[src/rtl/abr_1r1w_be_zram.sv]
// One-read/one-write RAM with per-lane write strobes, write-first forwarding, 1- or 2-cycle read pipeline
// and a zeroize sequencer. Define ABR_RAM_PARITY_EN to add per-lane even-parity storage and checking.
module abr_1r1w_be_zram #(
    parameter int  DEPTH        = 64,
    parameter int  DATA_WIDTH   = 32,
    parameter int  STROBE_WIDTH = 8,
    parameter int  READ_LATENCY = 1,
    localparam int NUM_LANES    = DATA_WIDTH / STROBE_WIDTH,
    localparam int ADDR_WIDTH   = $clog2(DEPTH)
) (
    input  logic                  clk_i,
    input  logic                  rst_i,
    input  logic                  zeroize_i,
    output logic                  busy_o,
    input  logic                  we_i,
    input  logic [NUM_LANES-1:0]  wstrobe_i,
    input  logic [ADDR_WIDTH-1:0] waddr_i,
    input  logic [DATA_WIDTH-1:0] wdata_i,
    input  logic                  re_i,
    input  logic [ADDR_WIDTH-1:0] raddr_i,
    output logic [DATA_WIDTH-1:0] rdata_o,
    output logic                  rvalid_o
`ifdef ABR_RAM_PARITY_EN
    ,
    input  logic [NUM_LANES-1:0]  perr_inject_i,
    output logic [NUM_LANES-1:0]  perr_o
`endif
);

    if (READ_LATENCY != 1 && READ_LATENCY != 2) begin : g_bad_latency
        $error("abr_1r1w_be_zram: READ_LATENCY must be 1 or 2");
    end
    if (DATA_WIDTH % STROBE_WIDTH != 0) begin : g_bad_width
        $error("abr_1r1w_be_zram: DATA_WIDTH must be a multiple of STROBE_WIDTH");
    end

    typedef enum logic {IDLE, ZERO} state_t;

    localparam logic [ADDR_WIDTH:0]   DEPTH_X  = (ADDR_WIDTH + 1)'(DEPTH);
    localparam logic [ADDR_WIDTH-1:0] LAST_ROW = ADDR_WIDTH'(DEPTH - 1);

    function automatic logic [DATA_WIDTH-1:0] merge_lanes(
        input logic [DATA_WIDTH-1:0] old_row,
        input logic [DATA_WIDTH-1:0] new_row,
        input logic [NUM_LANES-1:0]  strobe
    );
        logic [DATA_WIDTH-1:0] res;
        res = old_row;
        for (int l = 0; l < NUM_LANES; l++) begin
            if (strobe[l]) res[l*STROBE_WIDTH +: STROBE_WIDTH] = new_row[l*STROBE_WIDTH +: STROBE_WIDTH];
        end
        return res;
    endfunction

`ifdef ABR_RAM_PARITY_EN
    function automatic logic [NUM_LANES-1:0] lane_parity(input logic [DATA_WIDTH-1:0] row);
        logic [NUM_LANES-1:0] p;
        for (int l = 0; l < NUM_LANES; l++) begin
            p[l] = ^row[l*STROBE_WIDTH +: STROBE_WIDTH];
        end
        return p;
    endfunction
`endif

    state_t                state;
    logic [ADDR_WIDTH-1:0] cnt;
    logic [DATA_WIDTH-1:0] mem [DEPTH];

    logic                  idle, zero_start, waddr_ok, raddr_ok;
    logic                  wr_en, rd_issue, collide;
    logic [DATA_WIDTH-1:0] row_p0, rd_word_p0;
    logic                  src_vld;
    logic [DATA_WIDTH-1:0] src_data;

    assign idle       = (state == IDLE);
    assign zero_start = idle && zeroize_i;
    assign waddr_ok   = ({1'b0, waddr_i} < DEPTH_X);
    assign raddr_ok   = ({1'b0, raddr_i} < DEPTH_X);
    assign wr_en      = idle && we_i && waddr_ok;
    // A read presented together with the zeroize request is dropped so nothing completes during ZERO.
    assign rd_issue   = idle && re_i && !zeroize_i;
    assign collide    = rd_issue && wr_en && (raddr_i == waddr_i);

    // ---- stage p0: array read and write-first merge ----
    assign row_p0 = mem[raddr_i];

    always_comb begin
        rd_word_p0 = '0;
        if (raddr_ok) rd_word_p0 = collide ? merge_lanes(row_p0, wdata_i, wstrobe_i) : row_p0;
    end

`ifdef ABR_RAM_PARITY_EN
    logic [NUM_LANES-1:0] par_mem [DEPTH];
    logic [NUM_LANES-1:0] wr_par, rd_par_p0, rd_perr_p0, src_perr;

    assign wr_par     = lane_parity(wdata_i) ^ perr_inject_i;
    assign rd_par_p0  = collide ? ((par_mem[raddr_i] & ~wstrobe_i) | (wr_par & wstrobe_i))
                                : par_mem[raddr_i];
    assign rd_perr_p0 = raddr_ok ? (rd_par_p0 ^ lane_parity(rd_word_p0)) : '0;
`endif

    always_ff @(posedge clk_i) begin
        if (rst_i) begin
            state  <= IDLE;
            cnt    <= '0;
            busy_o <= 1'b0;
        end else begin
            case (state)
                IDLE: begin
                    if (zeroize_i) begin
                        state  <= ZERO;
                        cnt    <= '0;
                        busy_o <= 1'b1;
                    end
                end
                ZERO: begin
                    if (cnt == LAST_ROW) begin
                        state  <= IDLE;
                        cnt    <= '0;
                        busy_o <= 1'b0;
                    end else begin
                        cnt <= cnt + 1'b1;
                    end
                end
                default: state <= IDLE;
            endcase
        end
    end

    // Reset only blocks the write; it never clears the array, so an aborted zeroize leaves rows intact.
    always_ff @(posedge clk_i) begin
        if (!rst_i) begin
            if (!idle) begin
                mem[cnt] <= '0;
`ifdef ABR_RAM_PARITY_EN
                par_mem[cnt] <= '0;
`endif
            end else if (wr_en) begin
                for (int l = 0; l < NUM_LANES; l++) begin
                    if (wstrobe_i[l]) begin
                        mem[waddr_i][l*STROBE_WIDTH +: STROBE_WIDTH] <= wdata_i[l*STROBE_WIDTH +: STROBE_WIDTH];
`ifdef ABR_RAM_PARITY_EN
                        par_mem[waddr_i][l] <= wr_par[l];
`endif
                    end
                end
            end
        end
    end

    // ---- stage p1: optional output register for READ_LATENCY=2 ----
    if (READ_LATENCY == 2) begin : g_lat2
        logic [DATA_WIDTH-1:0] rd_data_p1;
        logic                  vld_p1;
`ifdef ABR_RAM_PARITY_EN
        logic [NUM_LANES-1:0]  perr_p1;
`endif

        always_ff @(posedge clk_i) begin
            if (rst_i) begin
                vld_p1     <= 1'b0;
                rd_data_p1 <= '0;
`ifdef ABR_RAM_PARITY_EN
                perr_p1    <= '0;
`endif
            end else begin
                vld_p1 <= rd_issue;
                if (rd_issue) begin
                    rd_data_p1 <= rd_word_p0;
`ifdef ABR_RAM_PARITY_EN
                    perr_p1    <= rd_perr_p0;
`endif
                end
            end
        end

        assign src_vld  = vld_p1;
        assign src_data = rd_data_p1;
`ifdef ABR_RAM_PARITY_EN
        assign src_perr = perr_p1;
`endif
    end else begin : g_lat1
        assign src_vld  = rd_issue;
        assign src_data = rd_word_p0;
`ifdef ABR_RAM_PARITY_EN
        assign src_perr = rd_perr_p0;
`endif
    end

    // ---- output stage: rdata_o holds between reads, cleared on entry to ZERO ----
    always_ff @(posedge clk_i) begin
        if (rst_i || zero_start) begin
            rdata_o  <= '0;
            rvalid_o <= 1'b0;
        end else begin
            rvalid_o <= src_vld;
            if (src_vld) rdata_o <= src_data;
        end
    end

`ifdef ABR_RAM_PARITY_EN
    always_ff @(posedge clk_i) begin
        if (rst_i || zero_start) begin
            perr_o <= '0;
        end else begin
            perr_o <= src_vld ? src_perr : '0;
        end
    end
`endif

endmodule

[config.mk]
export PLATFORM = sky130hd
export DESIGN_NAME = abr_1r1w_be_zram
export DESIGN_NICKNAME = d
export VERILOG_FILES = /design/src/rtl/abr_1r1w_be_zram.sv
export SDC_FILE = /design/constraint.sdc
export NUM_CORES = 2
export LEC_CHECK = 0
export BUFFER_PORTS_ARGS = -buffer_cell sky130_fd_sc_hd__buf_4
export CAP_MARGIN = 15
export CORE_MARGIN = 2
export CORE_UTILIZATION = 26
export CTS_CLUSTER_SIZE = 40
export DETAILED_ROUTE_END_ITERATION = 12
export PLACE_DENSITY = 0.42
export SLEW_MARGIN = 5
export SYNTH_ARGS = -nofsm -noshare
export SYNTH_HDL_FRONTEND = slang
export SYNTH_SLANG_ARGS = --single-unit
[constraint.sdc]
create_clock -name clk_i -period 3.6 [get_ports clk_i]
set_input_delay 0.54 -clock clk_i [delete_from_list [all_inputs] [get_ports clk_i]]
set_output_delay 0.54 -clock clk_i [all_outputs]
set_load 0.05 [all_outputs]
==> results_dict.tcl <==
set metrics [dict create \
    status "finished clean" \
    grt_overflow 0 \
    rsz0062_at_grt "no" \
    cts_max_level 4 \
    finalHoldViolations 0 \
    synth_warnings 0 \
    hpwl_um 169800 \
    synth_edf_count 2048 \
    tritoncts "done" \
    synth_top_family_by_area "multiplexers" \
    dpl-instance-area_mm2 0.09077 \
    post-place-ws_ns 0.1011 \
    critical_path_required_ns 4.15 \
    hold_class "input port to register" \
    synthCells 3747 \
    synth_area_mm2 0.08121 \
    fin_nets 4463 \
    synthFlopType "edfxtp_1" \
    first_iter_violations 3919 \
    slew_viol_final 0 \
    cp.arrival_ns 3.72 \
    start_util_pct 26.08 \
    setup_viol 0 \
    relSlewSlack_pct 33.95 \
    whs_ns 0.07809 \
    start_kind "input port" \
    max_cap_violations 0 \
    port_buffers 86 \
    finalClockSkew_ns 0.04576 \
    yosysUniqueCellTypes 61 \
    drt-wirelength-per-cell_um 29.07 \
    synthMuxAreaShare_pct 16.62 \
    fin_crit_sh_pct 88.01 \
    drt-total-wl_um 254200 \
    seq_area_frac_synth_pct 76.74 \
    synth-seq-cells 2089 \
    leakagePower_nw 31.21 \
    cts_root_buffer "clkbuf_16" \
    cts-buffers-inserted 233 \
    dieArea_mm2 0.3168 \
    max_freq_ghz 0.3156 \
    worstMarginPinSlew_ns 0.9908 \
    vias_per_cell 4.720 \
    crit_path_max_fanout 35 \
    clk_pin_slew_ns 0.06 \
    gp_congestion 0.7885 \
    setup.worst_path.end_class "register" \
    ant_nets 0 \
    vdd_drop_max_mv 0.4331 \
    final_core_util_pct 31.62 \
    antenna_found_initial 10 \
    fp-row-count 205 \
    first_pass_iters 5 \
    grt_max_degree 65 \
    vias 41266 \
    synthSimpleGateAreaFrac_pct 2.860 \
    clk_latency_ns 0.89 \
    fin_cells 8743 \
    syn_nets 3801 \
    asyncSetResetFlopFracSynth_pct 0 \
    coreArea_mm2 0.3114 \
    clk_path_buf_depth 4 \
    cts_sinks 2089 \
    syn_area_per_cell_um2 21.67 \
    grt_pass1_vias 42479 \
    area.growth.synth_to_final_pct 21.24 \
    die_x_um 562.9 \
    power.density_mw_per_mm2 537.2 \
    post_cts_buffers 0 \
    synth_fa_ha_area_share_pct 0.01541 \
    fin_ws_ns 0.4316 \
    ioPinCount 87 \
    dpl.cell_count 8291 \
    drive_gt1_share_pct 34.55 \
    synth_compound_area_share_pct 2.243 \
    grt_pass1_wl_um 353100 \
    fin_area_mm2 0.09846 \
    drc 0 \
    dieHeight_um 562.9 \
    yosys.area_share.xor_xnor_pct 0.08628 \
    track_usage_pct 15.83 \
    min_period_ns 3.168 \
    critPathKind "input port to register" \
]
## where the power goes
| part | switching [mW] | leakage (nW) | total [mW] | internal [mW] |
|---|---|---|---|---|
| Combinational | 1.69 | 8.65 | 2.78 | 1.08 |
| Clock | 9.67 | 3.61 | 23.4 | 13.8 |
| Sequential | 0.0476 | 19.0 | 26.7 | 26.6 |
| Total | 11.4 | 31.2 | 52.9 | 41.5 |
## worst max-delay path, cell delays in order
cell and delay (ns):
dlygate4sd3_1 0.56, buf_4 0.21, nor3_2 0.31, buf_12 0.26, mux2i_1 0.47, nand2_2 0.59
buf_4 0.40, nor2_1 0.12, buf_4 0.22
## final timing paths
kind	startpoint	end	slack, ns	cells past startpoint
worst min-delay path	wdata_i[16]	rdata_o[16]	0.08	3
worst min register to register	rdata_o[23]	rdata_o[23]	0.46	2
worst max-delay path	rst_i	mem[13][14]	0.43	9
worst max register to register	state	mem[13][14]	0.44	8
## timing repair
item | CTS | global route
endpoints found under the hold margin | 27 | 0
hold buffers | 23 | 0
gates resized for setup | 0 | 0
## metrics by stage
stage	power (mW)	setup TNS [ns]
after floorplan	28.68	0
after global placement	30.00	-0.8347
after detailed placement	30.00	0
after CTS	53.49	0
after global routing	54.43	0
final	52.89	0
## layout make-up
cell class	instances	area (µm²)
Fill cell	30039	212900
Sequential cell	2089	62320
Multi-Input combinational cell	1431	17900
Clock buffer	306	6319
Timing Repair Buffer	646	5569
Tap cell	4140	5180
Clock inverter	114	1119
Inverter	8	30.03
Antenna cell	9	22.52
## flip-flops by register name, indices dropped and copies added, names as in the netlist
| name | cells |
|---|---|
| mem | 2048 |
| rdata_o | 32 |
| cnt | 6 |
| busy_o | 1 |
| rvalid_o | 1 |
| state | 1 |
## Yosys cell counts, drive strengths merged, types with 3 or more instances
library cell  count  share of area (%)
clkbuf           70               0.32
mux2i            57               0.70
a21oi            45               0.28
o22ai             9              0.069
and2             35               0.27
o31ai            11               0.10
o21ai            20               0.12
mux4            570                 16
nor2            289                1.3
a2111oi          13               0.14
a22o              6              0.065
dfxtp            41                1.0
o2111ai           3              0.032
inv               7              0.032
and3              7              0.054
nand3            23               0.14
nand4             9              0.069
o41ai             7              0.075
o221ai            5              0.054
nor4             14               0.11
mux2              8               0.11
edfxtp         2048                 76
buf             149                1.1
xnor2             7              0.075
nor2b            13               0.10
nor3b             5              0.046
a211oi            7              0.065
a2bb2oi           3              0.032
a221oi            5              0.054
nor3             18               0.11
a31oi            18               0.14
a32oi             6              0.065
a22oi            88               0.81
nand2b            7              0.054
nand4b            3              0.032
o211ai            3              0.028
nand2            95               0.44
## cell usage in the layout (no fill, tap or decap), drive strengths merged, types with 35 or more instances in the layout
master / count
clkinv: 79
dfxtp: 41
nor2: 289
a22oi: 88
nand2: 95
mux4: 570
a21oi: 45
mux2i: 57
buf: 622
clkbuf: 307
edfxtp: 2048
and2: 35
## per-layer routing
layer,GRT usage (%),wire length (µm)
met1,21.80,112600
met2,26.41,124300
met3,2.023,10780
met4,4.056,6461
met5,0,0
## kinds of logic after synthesis
kind of cell	count (synthesis)
buf+inv	227
mux	635
compound gates	259
fa+ha+maj	1
xor+xnor	8
flops	2089
simple gates	528
Note: power is estimated with default switching activity, not from simulation.
